==> src/rtl/hamming_pkg.sv <==
// Shared definitions for the SECDED decode sequencer.
//   state_t     : sequencer FSM states
//   FLAG_*      : 2-bit result status flags placed in result bits [15:14]
//   POS_P*      : bit positions of the parity bits inside a stored word
package hamming_pkg;

  typedef enum logic [2:0] {
    IDLE,
    RD_LO,
    RD_HI,
    LATCH,
    WR_LO,
    WR_HI,
    DONE
  } state_t;

  localparam logic [1:0] FLAG_NONE = 2'b00;
  localparam logic [1:0] FLAG_SGL  = 2'b01;
  localparam logic [1:0] FLAG_DBL  = 2'b10;

  localparam int unsigned POS_P0 = 0;
  localparam int unsigned POS_P1 = 1;
  localparam int unsigned POS_P2 = 2;
  localparam int unsigned POS_P4 = 4;
  localparam int unsigned POS_P8 = 8;

endpackage

==> src/rtl/hamming_decode_sequencer_secded.sv <==
// Combinational SECDED decoder for one 16-bit stored word.
//   w     in  16 : stored word, p0 at bit 0, p1/p2/p4/p8 at bits 1/2/4/8
//   data  out 11 : recovered message d11..d1 (corrected when possible)
//   flags out 2  : FLAG_NONE / FLAG_SGL / FLAG_DBL
module secded_decode
  import hamming_pkg::*;
(
  input  logic [15:0] w,
  output logic [10:0] data,
  output logic [1:0]  flags
);

  logic [3:0]  syn;
  logic        par;
  logic [15:0] fixed;

  always_comb begin
    syn = '0;
    for (int unsigned k = 1; k < 16; k++) begin
      if (w[k]) syn = syn ^ 4'(k);
    end
    par   = ^w;
    fixed = w;
    flags = FLAG_NONE;
    if (par) begin
      // Syndrome 0 with odd parity points at p0 itself; the data is untouched.
      fixed[syn] = ~w[syn];
      flags      = FLAG_SGL;
    end else if (syn != 4'd0) begin
      flags = FLAG_DBL;
    end
    data = {fixed[15:9], fixed[7:5], fixed[3]};
  end

endmodule

==> src/rtl/hamming_decode_sequencer.sv <==
// Sequencer that walks N_WORDS SECDED words in data memory, decodes each one
// and writes {flags, 3'b000, d11..d1} back as two bytes.
//   clk, reset   : single clock, synchronous active-high reset; release starts a run
//   mem_addr     : byte address for the current read or write
//   mem_wr_en    : write strobe (WR_LO / WR_HI only)
//   mem_wr_data  : byte to write
//   mem_rd_data  : read byte, valid one cycle after mem_addr
//   done         : run complete, held until reset
//   single_cnt   : words corrected this run (saturating)
//   double_cnt   : words flagged uncorrectable this run (saturating)
module hamming_decode_sequencer
  import hamming_pkg::*;
#(
  parameter int unsigned SRC_BASE = 30,
  parameter int unsigned DST_BASE = 0,
  parameter int unsigned N_WORDS  = 15,
  parameter int unsigned AW       = 8
) (
  input  logic          clk,
  input  logic          reset,
  output logic [AW-1:0] mem_addr,
  output logic          mem_wr_en,
  output logic [7:0]    mem_wr_data,
  input  logic [7:0]    mem_rd_data,
  output logic          done,
  output logic [3:0]    single_cnt,
  output logic [3:0]    double_cnt
);

  state_t      state;
  state_t      state_nxt;
  logic [3:0]  idx;
  logic [7:0]  lo_byte;
  logic [10:0] res_data;
  logic [1:0]  res_flags;
  logic [10:0] dec_data;
  logic [1:0]  dec_flags;
  logic        last_word;
  logic [AW-1:0] src_addr;
  logic [AW-1:0] dst_addr;

  assign last_word = (idx == 4'(N_WORDS - 1));
  assign src_addr  = AW'(SRC_BASE) + AW'({idx, 1'b0});
  assign dst_addr  = AW'(DST_BASE) + AW'({idx, 1'b0});

  // The high byte arrives on the read port during LATCH, so decode straight
  // from the port rather than waiting another cycle to register it.
  secded_decode u_dec (
    .w     ({mem_rd_data, lo_byte}),
    .data  (dec_data),
    .flags (dec_flags)
  );

  always_ff @(posedge clk) begin
    if (reset) state <= IDLE;
    else       state <= state_nxt;
  end

  always_comb begin
    state_nxt   = state;
    mem_addr    = src_addr;
    mem_wr_en   = 1'b0;
    mem_wr_data = '0;
    done        = 1'b0;
    unique case (state)
      IDLE:  state_nxt = RD_LO;
      RD_LO: state_nxt = RD_HI;
      RD_HI: begin
        mem_addr  = src_addr + AW'(1);
        state_nxt = LATCH;
      end
      LATCH: state_nxt = WR_LO;
      WR_LO: begin
        mem_addr    = dst_addr;
        mem_wr_en   = 1'b1;
        mem_wr_data = res_data[7:0];
        state_nxt   = WR_HI;
      end
      WR_HI: begin
        mem_addr    = dst_addr + AW'(1);
        mem_wr_en   = 1'b1;
        mem_wr_data = {res_flags, 3'b000, res_data[10:8]};
        state_nxt   = last_word ? DONE : RD_LO;
      end
      DONE: done = 1'b1;
      default: state_nxt = IDLE;
    endcase
  end

  always_ff @(posedge clk) begin
    if (reset) begin
      idx        <= '0;
      lo_byte    <= '0;
      res_data   <= '0;
      res_flags  <= FLAG_NONE;
      single_cnt <= '0;
      double_cnt <= '0;
    end else begin
      unique case (state)
        RD_HI: lo_byte <= mem_rd_data;
        LATCH: begin
          res_data  <= dec_data;
          res_flags <= dec_flags;
        end
        WR_HI: begin
          if (res_flags == FLAG_SGL && single_cnt != 4'hF) single_cnt <= single_cnt + 4'd1;
          if (res_flags == FLAG_DBL && double_cnt != 4'hF) double_cnt <= double_cnt + 4'd1;
          if (!last_word) idx <= idx + 4'd1;
        end
        default: ;
      endcase
    end
  end

endmodule

==> config.mk <==
export PLATFORM = sky130hd
export DESIGN_NAME = hamming_decode_sequencer
export DESIGN_NICKNAME = d
export VERILOG_FILES = /design/src/rtl/hamming_pkg.sv /design/src/rtl/hamming_decode_sequencer_secded.sv /design/src/rtl/hamming_decode_sequencer.sv
export SDC_FILE = /design/constraint.sdc
export NUM_CORES = 1
export LEC_CHECK = 0
export CORE_ASPECT_RATIO = 0.5
export CORE_UTILIZATION = 45
export DETAILED_ROUTE_END_ITERATION = 10
export MAX_ROUTING_LAYER = met4
export PLACE_DENSITY = 0.68
export SKIP_LAST_GASP = 1
export SYNTH_ARGS = -nofsm -noshare
export SYNTH_HDL_FRONTEND = slang
export SYNTH_SLANG_ARGS = --single-unit
==> constraint.sdc <==
create_clock -name clk -period 3.7 [get_ports clk]
set_input_delay 0.555 -clock clk [delete_from_list [all_inputs] [get_ports clk]]
set_output_delay 0.555 -clock clk [all_outputs]
set_load 0.03 [all_outputs]
==> flow_summary_export.csv, run 1 <==
group,metric,value,unit
timing,clock.fmax,0.325,GHz
setup_path,cp_max_fo,12,
synth,synthDominantCellAreaShare,27.7,%
power_and_ir_drop,finalPower,1.26,mW
timing,fin_crit,3.08,ns
setup_path,required,3.14,ns
setup_path,cp-start-kind,"flip-flop",
cts,post-cts-setup-buffers,0,
cts,htree_num_levels,2,
cts,cts.clk_slew.worst_paths,0.05,ns
synth,yosysUniqueCellTypes,54,
routing,vias,2252,
setup_path,cp_data_arrival_time,2.52,ns
timing,fin_setup_tns,0,ns
cts,clock_latency,0.28,ns
min_path,hold_class,"reg2reg",
setup_path,crit_path_end_kind,"output port",
final_layout,area_delta_synth_final,20.2,%
cts,cts_sinks,36,
final_layout,fin_nets,344,
synth,synth-seq-area-share,27.7,%
run,cap_violations,0,
outcome,status,"finished clean",
synth,yosys.area.top_type,"dfxtp_1",
cts,cts.path.max_buffers,2,
timing,fin_skew,0.00280,ns
synth,synthTopCellsByArea,"dfxtp_1 (28%), xnor2_1 (6.7%), mux2i_1 (6.2%), nor2_1 (5.9%), xor2_1 (5.4%)",
timing,drv_slew,0,
routing,drc,0,
routing,drt-pass1-iter-count,5,
timing,post-route-period-util,83.2,%
timing,hold_viol,0,
grt,first_global_vias,2085,
grt,grt_pass1_wl,9.92,mm
final_layout,fill_cells,515,
place,placed_area,2980,um2
synth,synth_warnings,0,
power_and_ir_drop,ir_drop,219,uV
routing,wl,5.95,mm
routing,wl_per_cell,14.8,um
power_and_ir_drop,leakage,1.11,nW
synth,yosys-top-cells-count,"nor2_1 (41), dfxtp_1 (36), nand2_1 (25)",
synth,yosysMostFrequentCell,"nor2_1",
timing,slew_headroom,37.2,%
timing,setup_viol,0,
power_and_ir_drop,p_per_area,403,nW/um2
die,io_pins,36,
place,gp_congestion,0.880,
routing,avgViaCountPerCell,5.59,
cts,cts_made_buffers,5,
die,die_y,55.8,um
timing,hold-worst-slack,0.525,ns
place,dp_hpwl,4.47,mm
synth,synth-seq-cells,36,
final_layout,drive_gt1_share,9.39,%
cts,cts_resized,0,
grt,grtUsageTotal,21.3,%
synth,syn_avg_cell_area,8.58,um2
die,coreArea,5520,um2
cts,holdBufCountCts,0,
final_layout,finish.instance_area,3130,um2
routing,dr.first_iter.drc_count,208,
routing,postRouteAntennaNets,0,
synth,syn_inst,303,
synth,ys_async_sr_fraction,0,%
die,std_cell_rows,19,
setup_path,critical_path_class,"reg2out",
grt,grt_max_degree,38,
synth,ys.flop_type,"dfxtp_1",
die,die_w,109,um
die,start_util,47.1,%
grt,antenna_found_initial,0,
die,die_area,6100,um2
synth,synth-edff-count,0,
timing,fin_ws,0.623,ns
grt,overflow,0,
final_layout,num_antenna_cells,0,
synth,syn_area,2600,um2
cts,cts-root-buf,"clkbuf_16",
place,numPortBuffers,33,
place,dp_slack,0.409,ns
timing,rsz0062_at_grt,"no",
timing,worst_slew_pin_slew,0.939,ns
cts,cts_tree,"yes",
[area by class of cell]
type	count	area, um2	share of cell area (%)
repair buffers	39	375	12.0
clock inverters	1	7.51	0.240
multi-input cells	242	1770	56.6
well taps	73	91.3	2.92
clock buffers	7	143	4.56
inverters	5	18.8	0.600
flip-flops and latches	36	721	23.1
[registers in the layout (all words and copies together) (netlist names)]
signal and count:
state 3, idx 4, double_cnt 4, res_data 11, lo_byte 8, single_cnt 4, res_flags 2
[path summary, 6_finish.rpt]
check             cells past startpoint    startpoint  slack (ns)            to
hold reg to reg                       2  res_flags[1]        0.53  res_flags[1]
setup reg to reg                      6    lo_byte[3]        1.09   res_data[5]
hold / removal                        2  res_flags[1]        0.53  res_flags[1]
setup / recovery                      5      state[1]        0.62   mem_addr[4]
[report_power, final]
group | total, mW | switching, mW | internal, mW
sequential | 0.419 | 0.0191 | 0.400
combinational | 0.416 | 0.254 | 0.161
clock | 0.425 | 0.157 | 0.268
total | 1.26 | 0.431 | 0.829
[metrics by stage]
step           instances  utilization (%)
5_1_grt              403             56.7
3_5_place_dp         395             53.9
4_1_cts              403             56.7
3_3_place_gp         395             53.9
6_report             403             56.7
2_1_floorplan        304                -
[metal layers]
metal  vias to the layer above  global-route usage [%]  part of all wire (%)
met5                         -                       -                     0
met4                         0                    4.95                   1.2
met3                         6                    3.51                   4.4
met2                        47                    33.2                    45
met1                      1072                    28.9                    50
li1                       1127                       -                     -
[kinds of logic (layout without fill, tap and decap cells)]
logic type | Yosys count | count (layout) | synth area share, %
flip-flops | 36 | 36 | 27.7
AO/OA/AOI/OAI | 60 | 60 | 16.3
AND/OR/NAND/NOR | 111 | 111 | 21.7
multiplexers | 19 | 19 | 8.47
buffers and inverters | 26 | 52 | 4.38
XOR/XNOR | 45 | 45 | 18.9
adder cells (fa/ha/maj) | 5 | 5 | 2.41
other | 1 | 2 | 0.144
[worst max-delay path, stage by stage, from the launching register on]
cell and delay, ns:
dfxtp_1 0.43, nand2b_1 0.44, inv_1 0.22, nor4_1 0.30, xor2_1 0.17, clkdlybuf4s50_1 0.69
[cell usage in the layout (no fill, tap or decap), types with 4 or more instances in the layout]
| cell | count |
|---|---|
| a2111oi_0 | 6 |
| clkdlybuf4s50_1 | 33 |
| nand2b_1 | 5 |
| ha_1 | 5 |
| a21o_1 | 4 |
| xor2_1 | 16 |
| o211ai_1 | 6 |
| xnor2_2 | 6 |
| mux2i_1 | 16 |
| xnor2_1 | 20 |
| nor4_1 | 4 |
| a31o_1 | 4 |
| buf_4 | 6 |
| nor3b_1 | 5 |
| nand2_1 | 25 |
| nor2_1 | 41 |
| a211oi_1 | 5 |
| inv_1 | 5 |
| a21oi_1 | 16 |
| clkbuf_16 | 5 |
| nand4_1 | 4 |
| dfxtp_1 | 36 |
| nand3_1 | 7 |
Note: power is estimated with default switching activity, not from simulation.
==> run 2: changes to the inputs <==
Settings changed: PLACE_DENSITY 0.68 to 0.7.
Clock period 3.7 ns to 2.5 ns, I/O delays scaled along.
==> flow_summary_export.csv, run 2 (synthesis results as in run 1) <==
group,metric,value,unit
grt,grt_pass1_wl,11.0,mm
power_and_ir_drop,seqPwrFrac,28.3,%
timing,fin_setup_tns,0,ns
grt,antenna_found_initial,0,
power_and_ir_drop,finalPower,2.19,mW
cts,cts_tree,"yes",
die,die_w,109,um
routing,wl,6.84,mm
cts,cts.path.max_buffers,2,
cts,cts_made_buffers,5,
final_layout,layout_commonest_cell,"buf_4",
final_layout,num_antenna_cells,0,
final_layout,mostFrequentLayoutCells,"buf_4 (43), nor2_1 (41), dfxtp_1 (35)",
final_layout,finish.instance_area,3550,um2
min_path,hold_class,"reg2reg",
routing,dr.first_iter.drc_count,202,
final_layout,fin_util,64.3,%
cts,clock_latency,0.28,ns
final_layout,fin_nets,381,
final_layout,drive_gt1_share,23.2,%
routing,vias,2470,
grt,grt_max_degree,38,
routing,drt-pass1-iter-count,5,
final_layout,fill_cells,471,
die,io_pins,36,
cts,htree_num_levels,2,
setup_path,rr_startpoint,"lo_byte[5]",
die,die_area,6100,um2
timing,clock.fmax,0.404,GHz
min_path,hold_depth,2,
place,gp_congestion,0.908,
place,place_inst,431,
place,dp_hpwl,4.88,mm
setup_path,crit_path_end_kind,"flip-flop",
routing,avgViaCountPerCell,5.61,
place,numPortBuffers,33,
routing,drc,0,
final_layout,fin_cells,440,
cts,cts_sinks,36,
power_and_ir_drop,ir_drop,356,uV
grt,grtUsageTotal,24.0,%
setup_path,critical_path_class,"in2reg",
power_and_ir_drop,p_sw,733,uW
run,cap_violations,0,
routing,wl_per_cell,15.5,um
place,placed_area,3240,um2
setup_path,reg2regPathDepth,7,
setup_path,r2r_end,"res_data[10]",
die,die_y,55.8,um
final_layout,area_delta_synth_final,36.4,%
grt,overflow,0,
timing,worst_slew_pin_slew,0.956,ns
final_layout,multiInputGateArea,1880,um2
final_layout,reg_top3,"res_data x11, lo_byte x8",
min_path,whs_endpoint,"res_flags[1]",
cts,cts-root-buf,"clkbuf_16",
final_layout,largest_reg_flops,11,
timing,fin_skew,0.00301,ns
timing,fin_crit,2.48,ns
timing,post-route-period-util,99.1,%
power_and_ir_drop,swShare,33.5,%
setup_path,startpoint,"mem_rd_data[2]",
die,start_util,47.1,%
die,coreArea,5520,um2
power_and_ir_drop,p_int,1.46,mW
min_path,min_from,"res_flags[1]",
setup_path,worst-r2r-setup-slack,0.03,ns
final_layout,regArea,722,um2
final_layout,largest-register,"res_data",
power_and_ir_drop,clock_power_share,32.8,%
timing,slew_headroom,36.1,%
setup_path,cp_data_arrival_time,2.70,ns
power_and_ir_drop,leakage,1.37,nW
timing,hold_viol,0,
cts,cts.clk_slew.worst_paths,0.06,ns
grt,first_global_vias,2314,
routing,postRouteAntennaNets,0,
timing,setup_viol,0,
setup_path,cp-start-kind,"input port",
power_and_ir_drop,p_comb_share,39.0,%
timing,drv_slew,0,
outcome,status,"finished clean",
power_and_ir_drop,p_per_area,618,nW/um2
die,std_cell_rows,19,
setup_path,required,2.73,ns
setup_path,cp_max_fo,11,
## run 2: worst max-delay path: stages
cell and delay (ns):
clkdlybuf4s50_1 0.49, xnor2_2 0.34, xnor2_2 0.17, xnor2_2 0.20
buf_4 0.21, a221oi_2 0.21, a21oi_2 0.09, nor4_1 0.44
a21o_1 0.16
## run 2: power by group through the flow
stage / sequential [mW] / combinational, mW / clock, mW
5_1_grt: 0.624 / 0.916 / 0.743
6_report: 0.620 / 0.854 / 0.718
3_5_place_dp: 0.630 / 0.781 / 0
4_1_cts: 0.618 / 0.792 / 0.719
2_1_floorplan: 0.616 / 0.487 / 0
3_3_place_gp: 0.629 / 0.765 / 0
## run 2: metal layers
| metal | global-route usage (%) | share of wire (%) | wire, um |
|---|---|---|---|
| met3 | 3.51 | 5.3 | 361 |
| met4 | 6.29 | 2.4 | 166 |
| met5 | - | 0 | 0 |
| met2 | 39.0 | 47 | 3210 |
| met1 | 31.3 | 45 | 3100 |
## run 2: cell type report
cell class	instances	area share (%)
timing repair buffer	76	18.7
sequential	36	20.4
clock inverter	3	1.20
inverter	5	0.529
multi-input combinational	242	53.1
clock buffer	5	3.53
tap	73	2.57
## run 2: repair_timing
action,CTS,global route
setup buffers,0,1
hold buffers,0,0
resized for setup,1,22
pin swaps,0,7
setup endpoints to repair,2,14
## run 2: worst max path at each step
| stage | slack [ns] | to |
|---|---|---|
| final | 0.02 | res_data[10] |
| after global routing | -0.09 | res_data[10] |
| after CTS | 0.01 | res_data[7] |
| after detailed placement | -0.35 | res_data[4] |
| after global placement | -0.23 | res_data[7] |
| after floorplan | 0.21 | res_data[4] |
## run 2: metrics by stage
stage               setup slack (ns)  hold WS (ns)
floorplan                      0.206         0.496
global placement              -0.232         0.515
detailed placement            -0.348         0.522
CTS                           0.0103         0.538
global route                 -0.0940         0.569
finish                        0.0236         0.536
